<file path="src/rtl/alu_pkg.sv">
// Op encodings and divider state type shared by the execute-stage ALU and divider.
// Pure declarations; no logic, latency or flow control of its own.
package alu_pkg;

    localparam logic [3:0] ALU_ADD = 4'b0000;
    localparam logic [3:0] ALU_MUL = 4'b1111;
    localparam logic [3:0] ALU_DIV = 4'b0100;
    localparam logic [3:0] ALU_REM = 4'b0110;

    typedef enum logic [1:0] {
        ST_IDLE = 2'd0,
        ST_CALC = 2'd1,
        ST_FIX  = 2'd2,
        ST_DONE = 2'd3
    } div_state_e;

    function automatic logic is_div_op(input logic [3:0] op);
        return (op == ALU_DIV) || (op == ALU_REM);
    endfunction

endpackage

</file>
<file path="src/rtl/div_restore_step.sv">
// One restoring shift-subtract step producing one quotient bit; combinational.
// Zero latency; no flow control, the caller iterates it once per cycle.
module div_restore_step #(
    parameter int WIDTH = 4
) (
    input  logic [WIDTH:0]   rem_i,
    input  logic [WIDTH-1:0] quo_i,
    input  logic [WIDTH:0]   div_i,
    output logic [WIDTH:0]   rem_o,
    output logic [WIDTH-1:0] quo_o
);

    logic [WIDTH+1:0] rem_sh;
    logic [WIDTH+1:0] div_x;
    logic             fits;

    // The dividend MSB shifts out of the quotient into the partial remainder.
    assign rem_sh = {rem_i, quo_i[WIDTH-1]};
    assign div_x  = {1'b0, div_i};
    assign fits   = (rem_sh >= div_x);

    assign rem_o = fits ? (WIDTH+1)'(rem_sh - div_x) : rem_sh[WIDTH:0];
    assign quo_o = {quo_i[WIDTH-2:0], fits};

endmodule

</file>
<file path="src/rtl/alu_seq_divider.sv">
// Multi-cycle signed divide/remainder, one quotient bit per cycle; WIDTH+1 edges after accept (special cases 1).
// Accepts only when idle; holds result and flags under out_ready backpressure until the output handshake.
module alu_seq_divider
    import alu_pkg::*;
#(
    parameter int WIDTH = 4
) (
    input  logic             clk,
    input  logic             rst_n,
    input  logic             in_valid,
    output logic             in_ready,
    input  logic [WIDTH-1:0] A,
    input  logic [WIDTH-1:0] B,
    input  logic [3:0]       ALUControl,
    output logic             out_valid,
    input  logic             out_ready,
    output logic [WIDTH-1:0] Result,
    output logic             div_by_zero,
    output logic             overflow,
    output logic             illegal_op
);

    localparam int CW = $clog2(WIDTH + 1);
    localparam logic [WIDTH-1:0] MIN_VAL = {1'b1, {(WIDTH-1){1'b0}}};

    div_state_e       state_q;
    logic [CW-1:0]    cnt_q;
    logic [WIDTH:0]   rem_q;
    logic [WIDTH-1:0] quo_q;
    logic [WIDTH:0]   div_q;
    logic             neg_quo_q;
    logic             neg_rem_q;
    logic             op_rem_q;
    logic             out_valid_q;
    logic [WIDTH-1:0] res_q;
    logic             dbz_q;
    logic             ovf_q;
    logic             ill_q;

    logic [WIDTH:0]   rem_d;
    logic [WIDTH-1:0] quo_d;
    logic [WIDTH-1:0] a_mag;
    logic [WIDTH-1:0] b_mag;
    logic [WIDTH-1:0] q_fix;
    logic [WIDTH-1:0] r_fix;
    logic             op_is_rem;

    // A WIDTH-bit unsigned magnitude is exact even for the most negative value.
    assign a_mag = A[WIDTH-1] ? (~A + WIDTH'(1)) : A;
    assign b_mag = B[WIDTH-1] ? (~B + WIDTH'(1)) : B;
    assign op_is_rem = (ALUControl == ALU_REM);

    assign q_fix = neg_quo_q ? (~quo_q + WIDTH'(1)) : quo_q;
    assign r_fix = neg_rem_q ? (~rem_q[WIDTH-1:0] + WIDTH'(1)) : rem_q[WIDTH-1:0];

    div_restore_step #(.WIDTH(WIDTH)) u_step (
        .rem_i (rem_q),
        .quo_i (quo_q),
        .div_i (div_q),
        .rem_o (rem_d),
        .quo_o (quo_d)
    );

    always_ff @(posedge clk or negedge rst_n) begin
        if (!rst_n) begin
            state_q     <= ST_IDLE;
            cnt_q       <= '0;
            rem_q       <= '0;
            quo_q       <= '0;
            div_q       <= '0;
            neg_quo_q   <= 1'b0;
            neg_rem_q   <= 1'b0;
            op_rem_q    <= 1'b0;
            out_valid_q <= 1'b0;
            res_q       <= '0;
            dbz_q       <= 1'b0;
            ovf_q       <= 1'b0;
            ill_q       <= 1'b0;
        end else begin
            case (state_q)
                ST_IDLE: begin
                    if (in_valid) begin
                        op_rem_q <= op_is_rem;
                        if (!is_div_op(ALUControl)) begin
                            res_q   <= '0;
                            ill_q   <= 1'b1;
                            state_q <= ST_DONE;
                        end else if (B == '0) begin
                            res_q   <= op_is_rem ? A : '1;
                            dbz_q   <= 1'b1;
                            state_q <= ST_DONE;
                        end else if ((A == MIN_VAL) && (&B)) begin
                            res_q   <= op_is_rem ? '0 : MIN_VAL;
                            ovf_q   <= 1'b1;
                            state_q <= ST_DONE;
                        end else begin
                            rem_q     <= '0;
                            quo_q     <= a_mag;
                            div_q     <= {1'b0, b_mag};
                            neg_quo_q <= A[WIDTH-1] ^ B[WIDTH-1];
                            neg_rem_q <= A[WIDTH-1];
                            cnt_q     <= '0;
                            state_q   <= ST_CALC;
                        end
                    end
                end
                ST_CALC: begin
                    rem_q <= rem_d;
                    quo_q <= quo_d;
                    cnt_q <= cnt_q + CW'(1);
                    if (cnt_q == CW'(WIDTH - 1)) begin
                        state_q <= ST_FIX;
                    end
                end
                ST_FIX: begin
                    res_q       <= op_rem_q ? r_fix : q_fix;
                    out_valid_q <= 1'b1;
                    state_q     <= ST_DONE;
                end
                ST_DONE: begin
                    // Special cases arrive here with the result loaded but not yet presented.
                    if (!out_valid_q) begin
                        out_valid_q <= 1'b1;
                    end else if (out_ready) begin
                        out_valid_q <= 1'b0;
                        dbz_q       <= 1'b0;
                        ovf_q       <= 1'b0;
                        ill_q       <= 1'b0;
                        state_q     <= ST_IDLE;
                    end
                end
                default: begin
                    state_q <= ST_IDLE;
                end
            endcase
        end
    end

    assign in_ready    = (state_q == ST_IDLE);
    assign out_valid   = out_valid_q;
    assign Result      = res_q;
    assign div_by_zero = dbz_q;
    assign overflow    = ovf_q;
    assign illegal_op  = ill_q;

endmodule

</file>
<file path="config.mk">
export PLATFORM = sky130hd
export DESIGN_NAME = alu_seq_divider
export DESIGN_NICKNAME = d
export VERILOG_FILES = /design/src/rtl/alu_pkg.sv /design/src/rtl/div_restore_step.sv /design/src/rtl/alu_seq_divider.sv
export SDC_FILE = /design/constraint.sdc
export NUM_CORES = 1
export LEC_CHECK = 0
export CAP_MARGIN = 20
export CORE_UTILIZATION = 55
export CTS_CLUSTER_DIAMETER = 50
export DETAILED_ROUTE_END_ITERATION = 16
export DONT_BUFFER_PORTS = 1
export MAX_ROUTING_LAYER = met4
export PLACE_DENSITY = 0.74
export SYNTH_ARGS = -nofsm -noshare
export SYNTH_HDL_FRONTEND = slang
export SYNTH_HIERARCHICAL = 1
export SYNTH_SLANG_ARGS = --single-unit
</file>
<file path="constraint.sdc">
create_clock -name clk -period 3.5 [get_ports clk]
set_input_delay 0.525 -clock clk [delete_from_list [all_inputs] [get_ports clk]]
set_output_delay 0.525 -clock clk [all_outputs]
set_load 0.005 [all_outputs]
</file>
Word-level counts from Yosys, hierarchy flattened
Index checks and enable logic that the tools add are counted.
Storage, ports and cells
  word-level logic and storage cells: 115
  input bits: 16
  register bits after elaboration: 29
  output and inout bits: 9
Cells by class
  bitwise gates (word level): 7
  muxes and demuxes: 53
  order comparisons: 1
  add/subtract/negate cells: 6
  reduce and logical (&&, ||, !) cells: 17
  equal/unequal tests: 18
Operators by type and width (number)
  $mux 4: 15
  $mux 5: 5
  $add 4x1->4 const B: 4
  $not 4->4: 4
  $pmux 4 s2: 2
  $reduce_and 5->1: 3
  $mux 2: 7
  $ne 2x2->1 const B: 7
  $mux 1: 13
  $mux 3: 4
  $pmux 5 s2: 1
  $eq 4x3->1 const B: 2
  $pmux 1 s2: 4
  $pmux 2 s4: 1
  $reduce_and 4->1: 2
  $reduce_bool 2->1: 4
  $reduce_and 7->1: 1
  $ge 6x4->1: 1
  $ne 2x1->1 const B: 3
  $pmux 3 s2: 1
  $reduce_and 6->1: 1
  $sub 5x4->5: 1
  $eq 2x2->1 const B: 2
  $eq 4x4->1 const B: 1
  other kinds (12): 13

Depth between registers and ports, before layout
Gate-level depths: netlist (run 1).
  depth in word-level cells: 8
  gate-level depth with buffers: 11
  mapped depth without buffers: 10

Hierarchy
Netlist (run 1), hierarchy kept.
Modules (own cells, without submodules)
  alu_seq_divider: area each 1735.4 µm², times used 1, seq. area each 725.7 µm², cells each 186
  div_restore_step: area each 317.8 µm², times used 1, seq. area each 0.0 µm², cells each 40

Worst setup path before layout (run 1)
OpenSTA, ideal clock, no wires.
  kind: register to register
  start: register quo_q[3]
  end: register rem_q[1]
  period minus slack after synthesis: 1996 ps
  stages on the path, launching flop included: 11
  library setup time: 121 ps
  data required time: 3379 ps
  setup slack: 1504 ps
  arrival time: 1874 ps
  buffers on the path: 0
  cells stage by stage: dfrtp_1 -> inv_1 -> ha_1 -> inv_1 -> fa_1 -> a21oi_2 -> o21ai_2 -> nor2_4 -> mux2_4 -> nand3_1 -> o21ai_1
On the way
  word-level cells in the longest chain between the ends: 3
  elaborated cells on any way between the ends: 4
  classes of those cells: add/sub: 1; order compare: 1; mux: 2
Ends and longest elaborated chain
  start, declared: RTL line alu_seq_divider.sv:29  | logic [WIDTH-1:0] quo_q;
  start signal, assigned: RTL line alu_seq_divider.sv:98  | quo_q <= a_mag;
  start signal, assigned: RTL line alu_seq_divider.sv:109  | quo_q <= quo_d;
  $sub 5x4->5 or $ge 6x4->1 (tied branches): RTL line div_restore_step.sv:22, div_restore_step.sv:20
  $mux 5 *: RTL line div_restore_step.sv:22  | assign rem_o = fits ? (WIDTH+1)'(rem_sh - div_x) : rem_sh[WIDTH:0];
  net rem_d[1]: RTL line alu_seq_divider.sv:40  | logic [WIDTH:0] rem_d;
  $pmux 5 s2 *: RTL line alu_seq_divider.sv:80  | case (state_q)
  end signal, assigned: RTL line alu_seq_divider.sv:108  | rem_q <= rem_d;
  end, declared: RTL line alu_seq_divider.sv:28  | logic [WIDTH:0] rem_q;
The timed path passes the listed nets; every way through them passes the cells marked *.
A chain may end at the register's enable or synchronous reset.

Final worst setup path (run 1)
  start: register state_q[0]
  end: register quo_q[2]
On the way
  word-level cells in the longest chain between the ends: 3
  elaborated cells on any way between the ends: 9
  classes of those cells: eq/ne: 5; mux: 1; reduce/logical: 3
Ends and longest elaborated chain
  start, declared: RTL line alu_seq_divider.sv:26  | div_state_e state_q;
  start signal, assigned: RTL line alu_seq_divider.sv:66  | state_q <= ST_IDLE;
  start signal, assigned: RTL line alu_seq_divider.sv:87  | state_q <= ST_DONE;
  start signal, assigned: RTL line alu_seq_divider.sv:91  | state_q <= ST_DONE;
  $logic_not 2->1 *
  net in_ready: RTL line alu_seq_divider.sv:11  | output logic in_ready,
  $ne 2x2->1 (no source line), or another cell as far along
  $reduce_and 5->1 (no source line)
Marked as above.

==> out/qor.log, run 1 <==
[run_status] outcome finished, final reports clean
[final_layout] non-filler cells in the finished layout 270
[clock_tree] worst-skew pair later-pin latency 0.29 ns
[critical_path] startpoint of the most critical register-to-register path state_q[0]$_DFFE_PN0P_
[logic_synthesis] Distinct cells, synth 48
[clock_tree] CTS clock-pin slew for the worst setup and hold paths 0.07 ns
[final_layout] commonest cells after routing, fill and taps aside sky130_fd_sc_hd__dfrtp_1, sky130_fd_sc_hd__inv_1, sky130_fd_sc_hd__nand2_1
[final_layout] proportion of layout cells with a drive suffix above 1 11.6%
[sta] final worst clock skew 0.00904 ns
[critical_path] element type at the critical path end flop
[critical_path] cells on worst reg2reg path 6
[route] total vias in the final route 1,533
[critical_path] critical path data required time 3.67 ns
[power_and_ir_drop] fraction of power spent switching nets 41.8%
[power_and_ir_drop] switching component of the power 0.858 mW
[clock_tree] CTS tree done
[sta] minimum period implied by the final worst setup slack 2.41 ns
[power_and_ir_drop] part of the power in the clock network 17.6%
[critical_path] CP Max Fanout 23
[sta] Total Neg Setup Slack 0 ns
[sta] setup repair after global routing missed its margin false
[floorplanning] Die Span X 63.1 microns
[logic_synthesis] mean area per synthesized cell 9.09 sq um
[global_routing] remaining global-route overflow 0
[sta] peak clock frequency supported by timing 0.415 GHz
[logic_synthesis] Synth Instances 226
[sta] max-slew headroom at the worst pin 41.8%
[final_layout] number of nets at the end of the flow 256
[sta] setup-violating endpoint count in the final report 0
[clock_tree] Root Buffer sky130_fd_sc_hd__clkbuf_8
[power_and_ir_drop] VDD IR max 0.559 mV
[sta] Worst Slack Setup Final 1.09 ns
[final_layout] area used by multi-input combinational logic 0.00115 sq mm
[power_and_ir_drop] PD cells 943 mW/mm^2
[logic_synthesis] Seq cells post-synth 29
[global_routing] antenna violations before repair 0
[clock_tree] total CTS buffers 5
[hold_path] Hold Path Class in -> async
[logic_synthesis] sequential fraction of the synthesis area 35.3%
[global_routing] via count of the first global-routing pass 1,482
[place] # placed instances 261
[critical_path] Levels on crit path 6
[global_routing] wire length of the first global-routing pass 6830 microns
[power_and_ir_drop] Sequential Power Share 29.9%
[critical_path] critical path's top delay family compound AO/OA/AOI/OAI gates
[route] via/cell ratio 5.68
[critical_path] startpoint of the worst setup timing path state_q[0]$_DFFE_PN0P_
[final_layout] Antenna Diode Count 0
[clock_tree] PostCTS Resize Cnt 0
[critical_path] worst r2r dst quo_q[2]$_DFFE_PN0P_
[logic_synthesis] net count after synthesis 259
[floorplanning] Die Outline Area 0.00398 sq mm
[logic_synthesis] synthesized cell area 0.00205 sq mm
[critical_path] critical path startpoint category flop
[sta] Final period util 68.9%
[place] port bufs 0
[critical_path] Worst setup endpoint quo_q[2]$_DFFE_PN0P_
[place] Cell Area, Placed 0.00204 sq mm
[clock_tree] clock net sink count 29
[global_routing] overall fraction of global-route tracks in use 23.1%
[floorplanning] Initial Util 59.2%
[clock_tree] buffer levels on the longest clock path 2
[floorplanning] height of the die 63.1 microns
[floorplanning] I/O pin count 25
[clock_tree] count of buffers added by post-CTS timing repair for setup 0
[critical_path] cells traversed along the worst timing path inv_1, ha_1, and2_1, o2111ai_2, o21ai_2, mux2_1
[global_routing] pin count of the biggest net entering global routing 30
[clock_tree] Clock H-tree levels 2
[critical_path] buffers plus inverters on the worst setup path 1
[place] sum of net half-perimeters after detailed placement 3020 microns
[final_layout] Design Area, Final 0.00218 sq mm
[route] 1st-iter DRT viols 195
[power_and_ir_drop] combinational cell fraction of total power 52.5%
[logic_synthesis] synthesis warning total 6
[route] final wirelength 4050 microns
[critical_path] start-to-end type of the worst setup path reg -> reg
[power_and_ir_drop] total power of the final layout 2.05 mW
[route] DRT Pass-1 Iters 4
[final_layout] area added between synthesis and finish 6.09%
[final_layout] Filler Cell Count 303
[final_layout] most common cell after layout, fill and taps aside sky130_fd_sc_hd__dfrtp_1
[route] post-detailed-route count of antenna-violating nets 0
[final_layout] sequential cell area in the final layout 726 sq um
[sta] transition time at the pin with the least slew margin 0.873 ns
[route] DRC 0
[sta] Slew Viols, Final 0
[critical_path] data arrival time of the worst path 2.58 ns
[job] max-capacitance violation count 0
[place] gp weighted congestion 0.893
[sta] count of final hold-check violations 0
[power_and_ir_drop] design internal power 1.20 mW
[floorplanning] Row Count 21
[floorplanning] Core ar. 0.00347 sq mm
[critical_path] CP max-delay cell sky130_fd_sc_hd__o21ai_2
[critical_path] delay of the slowest cell on the worst path 0.46 ns
[place] pre-CTS WS 1.12 ns
[critical_path] register-to-register setup slack 1.09 ns
[power_and_ir_drop] reported leakage power 0.951 nW
[route] Avg WL per Cell 15.0 microns
layer usage:
layer | wire length (microns) | share of wire, % | track usage [%] | vias up
li1 | - | - | - | 772
met4 | 80 | 2.0 | 10.2 | 0
met2 | 1880 | 46 | 35.8 | 27
met5 | 0 | 0 | - | -
met3 | 183 | 4.5 | 5.43 | 10
met1 | 1910 | 47 | 28.5 | 724
final cells by class:
class,count,area share [%]
clock buffer,7,3.96
timing repair buffer,1,0.919
clock inverter,1,1.38
sequential,29,33.3
inverter,28,4.82
tap,46,2.64
multi-input combinational,158,53.0
worst min-delay path by stage:
stage               start                    end  cells past startpoint  slack [ns]
finish              rst_n   rem_q[4]$_DFFE_PN0P_                      1        0.05
global route        rst_n   rem_q[4]$_DFFE_PN0P_                      1        0.06
CTS                 rst_n   rem_q[4]$_DFFE_PN0P_                      1        0.06
detailed placement  rst_n   rem_q[4]$_DFFE_PN0P_                      0        0.23
global placement    rst_n   rem_q[4]$_DFFE_PN0P_                      0        0.23
floorplan           rst_n  Result[0]$_DFFE_PN0P_                      0        0.23
sequential cells by signal (all words and copies together), names as in the netlist, 2 cells and up:
name     flops
Result       4
cnt_q        3
rem_q        5
quo_q        4
div_q        4
state_q      2
cell usage after synthesis, drive strengths merged:
library cell | instances | area (sq um)
o211a | 1 | 10.0
nor2b | 3 | 18.8
xor2 | 1 | 8.76
a222oi | 1 | 10.0
mux2 | 6 | 82.6
a21oi | 6 | 33.8
nor4 | 3 | 18.8
o31ai | 2 | 15.0
mux2i | 8 | 80.1
fa | 1 | 20.0
and2 | 1 | 6.26
nor3 | 2 | 10.0
nor2 | 11 | 51.3
xnor2 | 8 | 70.1
o22ai | 2 | 26.3
or3b | 2 | 20.0
nand2b | 2 | 12.5
nand3b | 2 | 15.0
inv | 28 | 105
buf | 11 | 68.8
o21ai | 25 | 144
nor3b | 2 | 20.0
nand3 | 8 | 40.0
conb | 1 | 3.75
dfrtp | 29 | 726
or4b | 1 | 10.0
ha | 16 | 200
o2111ai | 2 | 23.8
nand4 | 1 | 6.26
o211ai | 9 | 67.6
nand2 | 27 | 104
a31oi | 4 | 25.0
metrics by stage:
| step | hold WS [ns] | utilization [%] |
|---|---|---|
| final | 0.0509 | 62.8 |
| after global routing | 0.0606 | 62.8 |
| after CTS | 0.0556 | 62.8 |
| after detailed placement | 0.230 | 58.9 |
| after global placement | 0.230 | 58.9 |
| after floorplan | 0.229 | - |
power by group through the flow:
stage | Sequential [mW] | Combinational, mW | Clock [mW]
after floorplan | 0.576 | 0.973 | 0
after global placement | 0.613 | 1.04 | 0
after detailed placement | 0.618 | 1.06 | 0
after CTS | 0.613 | 1.08 | 0.362
after global routing | 0.633 | 1.19 | 0.376
final | 0.614 | 1.08 | 0.362
cell families (layout without fill, tap and decap cells):
kind of cell             after synthesis  count (layout)  synth area share (%)
multiplexers                          14              14                  7.92
buffers and inverters                 39              37                  8.47
flip-flops                            29              29                  35.3
other                                  1               1                 0.183
AND/OR/NAND/NOR                       65              65                  16.2
adder cells (fa/ha/maj)               17              17                  10.7
AO/OA/AOI/OAI                         52              52                  17.3
XOR/XNOR                               9               9                  3.84
repair_timing:
action	4_1_cts	5_1_grt
hold buffers	1	0
endpoints found under the setup margin	0	0
endpoints found under the hold margin	29	0
Power figures use the tool's default switching activity.
==> run 2: changes to the inputs <==
clock period = 2.48 ns   (was 3.5 ns; I/O delays follow)
==> run 2 against run 1 <==
  * Sequential power increased by 41%
  * Clock power increased by 8.6%
  * Clock skew decreased by 0.0054 ns
  * Non-clock buffer count increased by 5
  * Register-to-register slack got worse by 0.76 ns
  * Final cell count increased by 1.5%
  * Setup slack got worse by 0.76 ns
  * Final area increased by 0.46%
  * Critical path type unchanged
  * Highest routed layer unchanged
==> out/qor.log, run 2 (synthesis gave the netlist of run 1 again) <==
[floorplanning] Core ar. 0.00347 sq mm [unchanged]
[place] port bufs 0 [unchanged]
[floorplanning] Initial Util 59.2% [unchanged]
[clock_tree] Clock H-tree levels 2 [unchanged]
[critical_path] CP Max Fanout 5 [was 23]
[route] 1st-iter DRT viols 99 [was 195]
[clock_tree] total CTS buffers 5 [unchanged]
[final_layout] Antenna Diode Count 0 [unchanged]
[place] gp weighted congestion 0.850 [was 0.893]
[sta] Final period util 86.8% [was 68.9%]
[final_layout] number of nets at the end of the flow 261 [was 256]
[critical_path] critical path data required time 2.64 ns [was 3.67 ns]
[critical_path] start-to-end type of the worst setup path reg -> reg [unchanged]
[global_routing] via count of the first global-routing pass 1,510 [was 1,482]
[sta] max-slew headroom at the worst pin 63.5% [was 41.8%]
[critical_path] delay of the slowest cell on the worst path 0.41 ns [was 0.46 ns]
[final_layout] number of flip-flops under the largest register name 5 [unchanged]
[final_layout] most common cell after layout, fill and taps aside sky130_fd_sc_hd__dfrtp_1 [unchanged]
[final_layout] Top reg by flops rem_q [unchanged]
[final_layout] sequential cell area in the final layout 726 sq um [unchanged]
[clock_tree] worst-skew pair later-pin latency 0.28 ns [was 0.29 ns]
[final_layout] area used by multi-input combinational logic 0.00115 sq mm [unchanged]
[power_and_ir_drop] combinational cell fraction of total power 55.3% [was 52.5%]
[clock_tree] Root Buffer sky130_fd_sc_hd__clkbuf_8 [unchanged]
[clock_tree] count of buffers added by post-CTS timing repair for setup 0 [unchanged]
[route] via/cell ratio 5.55 [was 5.68]
[run_status] outcome finished, final reports clean [unchanged]
[clock_tree] CTS tree done [unchanged]
[job] max-capacitance violation count 0 [unchanged]
[floorplanning] Die Outline Area 0.00398 sq mm [unchanged]
[final_layout] Filler Cell Count 318 [was 303]
[power_and_ir_drop] reported leakage power 0.962 nW [was 0.951 nW]
[sta] final worst clock skew 0.00360 ns [was 0.00904 ns]
[power_and_ir_drop] switching component of the power 1.21 mW [was 0.858 mW]
[global_routing] antenna violations before repair 0 [unchanged]
[route] post-detailed-route count of antenna-violating nets 0 [unchanged]
[critical_path] critical path's most frequent cell sky130_fd_sc_hd__inv_1
[hold_path] Hold Path Class in -> reg [was in -> async]
[sta] count of final hold-check violations 0 [unchanged]
[power_and_ir_drop] fraction of power spent switching nets 42.9% [was 41.8%]
[sta] peak clock frequency supported by timing 0.465 GHz [was 0.415 GHz]
[route] final wirelength 3950 microns [was 4050 microns]
[power_and_ir_drop] PD cells 1290 mW/mm^2 [was 943 mW/mm^2]
[floorplanning] I/O pin count 25 [unchanged]
[sta] setup-violating endpoint count in the final report 0 [unchanged]
[global_routing] overall fraction of global-route tracks in use 23.4% [was 23.1%]
[global_routing] remaining global-route overflow 0 [unchanged]
[critical_path] critical path startpoint category flop [unchanged]
[clock_tree] buffer levels on the longest clock path 2 [unchanged]
[global_routing] pin count of the biggest net entering global routing 30 [unchanged]
[route] total vias in the final route 1,520 [was 1,533]
[critical_path] cells traversed along the worst timing path inv_1, ha_1, inv_1, fa_1, a21oi_2, o21ai_2, nor2_4, mux2_4, nand3_1, o21ai_1 [was inv_1, ha_1, and2_1, o2111ai_2, o21ai_2, mux2_1]
[route] DRT Pass-1 Iters 4 [unchanged]
[place] Cell Area, Placed 0.00207 sq mm [was 0.00204 sq mm]
[sta] setup repair after global routing missed its margin false [unchanged]
[place] sum of net half-perimeters after detailed placement 3030 microns [was 3020 microns]
[sta] Total Neg Setup Slack 0 ns [unchanged]
[power_and_ir_drop] part of the power in the clock network 13.9% [was 17.6%]
[clock_tree] CTS clock-pin slew for the worst setup and hold paths 0.06 ns [was 0.07 ns]
[clock_tree] PostCTS Resize Cnt 0 [unchanged]
[sta] transition time at the pin with the least slew margin 0.548 ns [was 0.873 ns]
[final_layout] commonest cells after routing, fill and taps aside sky130_fd_sc_hd__dfrtp_1, sky130_fd_sc_hd__inv_1, sky130_fd_sc_hd__nand2_1 [unchanged]
[sta] tightest hold margin 0.198 ns [was 0.0509 ns]
[global_routing] wire length of the first global-routing pass 6960 microns [was 6830 microns]
[sta] Slew Viols, Final 0 [unchanged]
[final_layout] area added between synthesis and finish 6.58% [was 6.09%]
[critical_path] element type at the critical path end flop [unchanged]
[critical_path] data arrival time of the worst path 2.32 ns [was 2.58 ns]
[route] DRC 0 [unchanged]
[final_layout] proportion of layout cells with a drive suffix above 1 12.7% [was 11.6%]
[floorplanning] Die Span X 63.1 microns [unchanged]
[floorplanning] Row Count 21 [unchanged]
[power_and_ir_drop] Sequential Power Share 30.8% [was 29.9%]
[route] Avg WL per Cell 14.4 microns [was 15.0 microns]
[power_and_ir_drop] design internal power 1.61 mW [was 1.20 mW]
[power_and_ir_drop] VDD IR max 0.534 mV [was 0.559 mV]
[sta] minimum period implied by the final worst setup slack 2.15 ns [was 2.41 ns]
[final_layout] Design Area, Final 0.00219 sq mm [was 0.00218 sq mm]
[floorplanning] height of the die 63.1 microns [unchanged]
[critical_path] CP max-delay cell sky130_fd_sc_hd__fa_1 [was sky130_fd_sc_hd__o21ai_2]
[clock_tree] clock net sink count 29 [unchanged]
run 2: changes by cell type in the layout (fill, tap and decap cells not counted), sizes merged:
cell,before,now
buf,1,5
bufinv,1,0
dlygate4sd3,0,1
run 2: final cells by class:
class | instances | area share [%]
Inverter | 28 | 4.80
Tap cell | 46 | 2.63
Sequential cell | 29 | 33.2
Timing Repair Buffer | 6 | 2.74
Multi-Input combinational cell | 158 | 52.7
Clock buffer | 7 | 3.95
run 2: metrics by stage:
stage / setup WS [ns] / power (mW) / instances / utilization (%)
after detailed placement: 0.345 / 2.41 / 265 / 59.7
after CTS: 0.334 / 2.82 / 274 / 63.1
after global routing: 0.208 / 3.07 / 274 / 63.1
after floorplan: 0.484 / 2.19 / 226 / -
after global placement: 0.429 / 2.37 / 265 / 59.7
final: 0.328 / 2.82 / 274 / 63.1
run 2: metal layers:
layer	vias to the layer above	GRT usage (%)	share of wire (%)
met1	703	31.8	50
met3	6	5.62	5.3
li1	777	-	-
met2	34	33.6	43
met4	0	8.72	1.4
met5	-	-	0
run 2: power by group through the flow:
stage               clock network [mW]  logic [mW]  registers [mW]
floorplan                            0        1.37           0.813
global placement                     0        1.51           0.866
detailed placement                   0        1.54           0.875
CTS                              0.395        1.56           0.866
global route                     0.412        1.76           0.890
finish                           0.393        1.56           0.868
run 2: worst paths after layout:
path	from	to	slack, ns	depth (start not counted)
max in group asynchronous	rst_n	illegal_op$_DFFE_PN0P_	1.78	2
worst max-delay path	quo_q[3]$_DFFE_PN0P_	rem_q[3]$_DFFE_PN0P_	0.33	10
worst min register to register	div_q[2]$_DFFE_PN0P_	div_q[2]$_DFFE_PN0P_	0.48	2
min in group asynchronous	rst_n	div_q[1]$_DFFE_PN0P_	0.55	2
worst max register to register	quo_q[3]$_DFFE_PN0P_	rem_q[3]$_DFFE_PN0P_	0.33	10
worst min-delay path	out_ready	out_valid$_DFFE_PN0P_	0.20	1
run 2: repair_timing:
action | 4_1_cts | 5_1_grt
setup endpoints to repair | 0 | 0
hold buffers | 2 | 0
hold endpoints to repair | 29 | 0
run 2: critical path, delay by kind of cell, from the launching register on:
family | cells | cell delay [ns]
fa+ha+maj | 2 | 0.57
flops | 1 | 0.40
compound gates | 3 | 0.35
mux | 1 | 0.32
simple gates | 2 | 0.25
buf+inv | 2 | 0.15
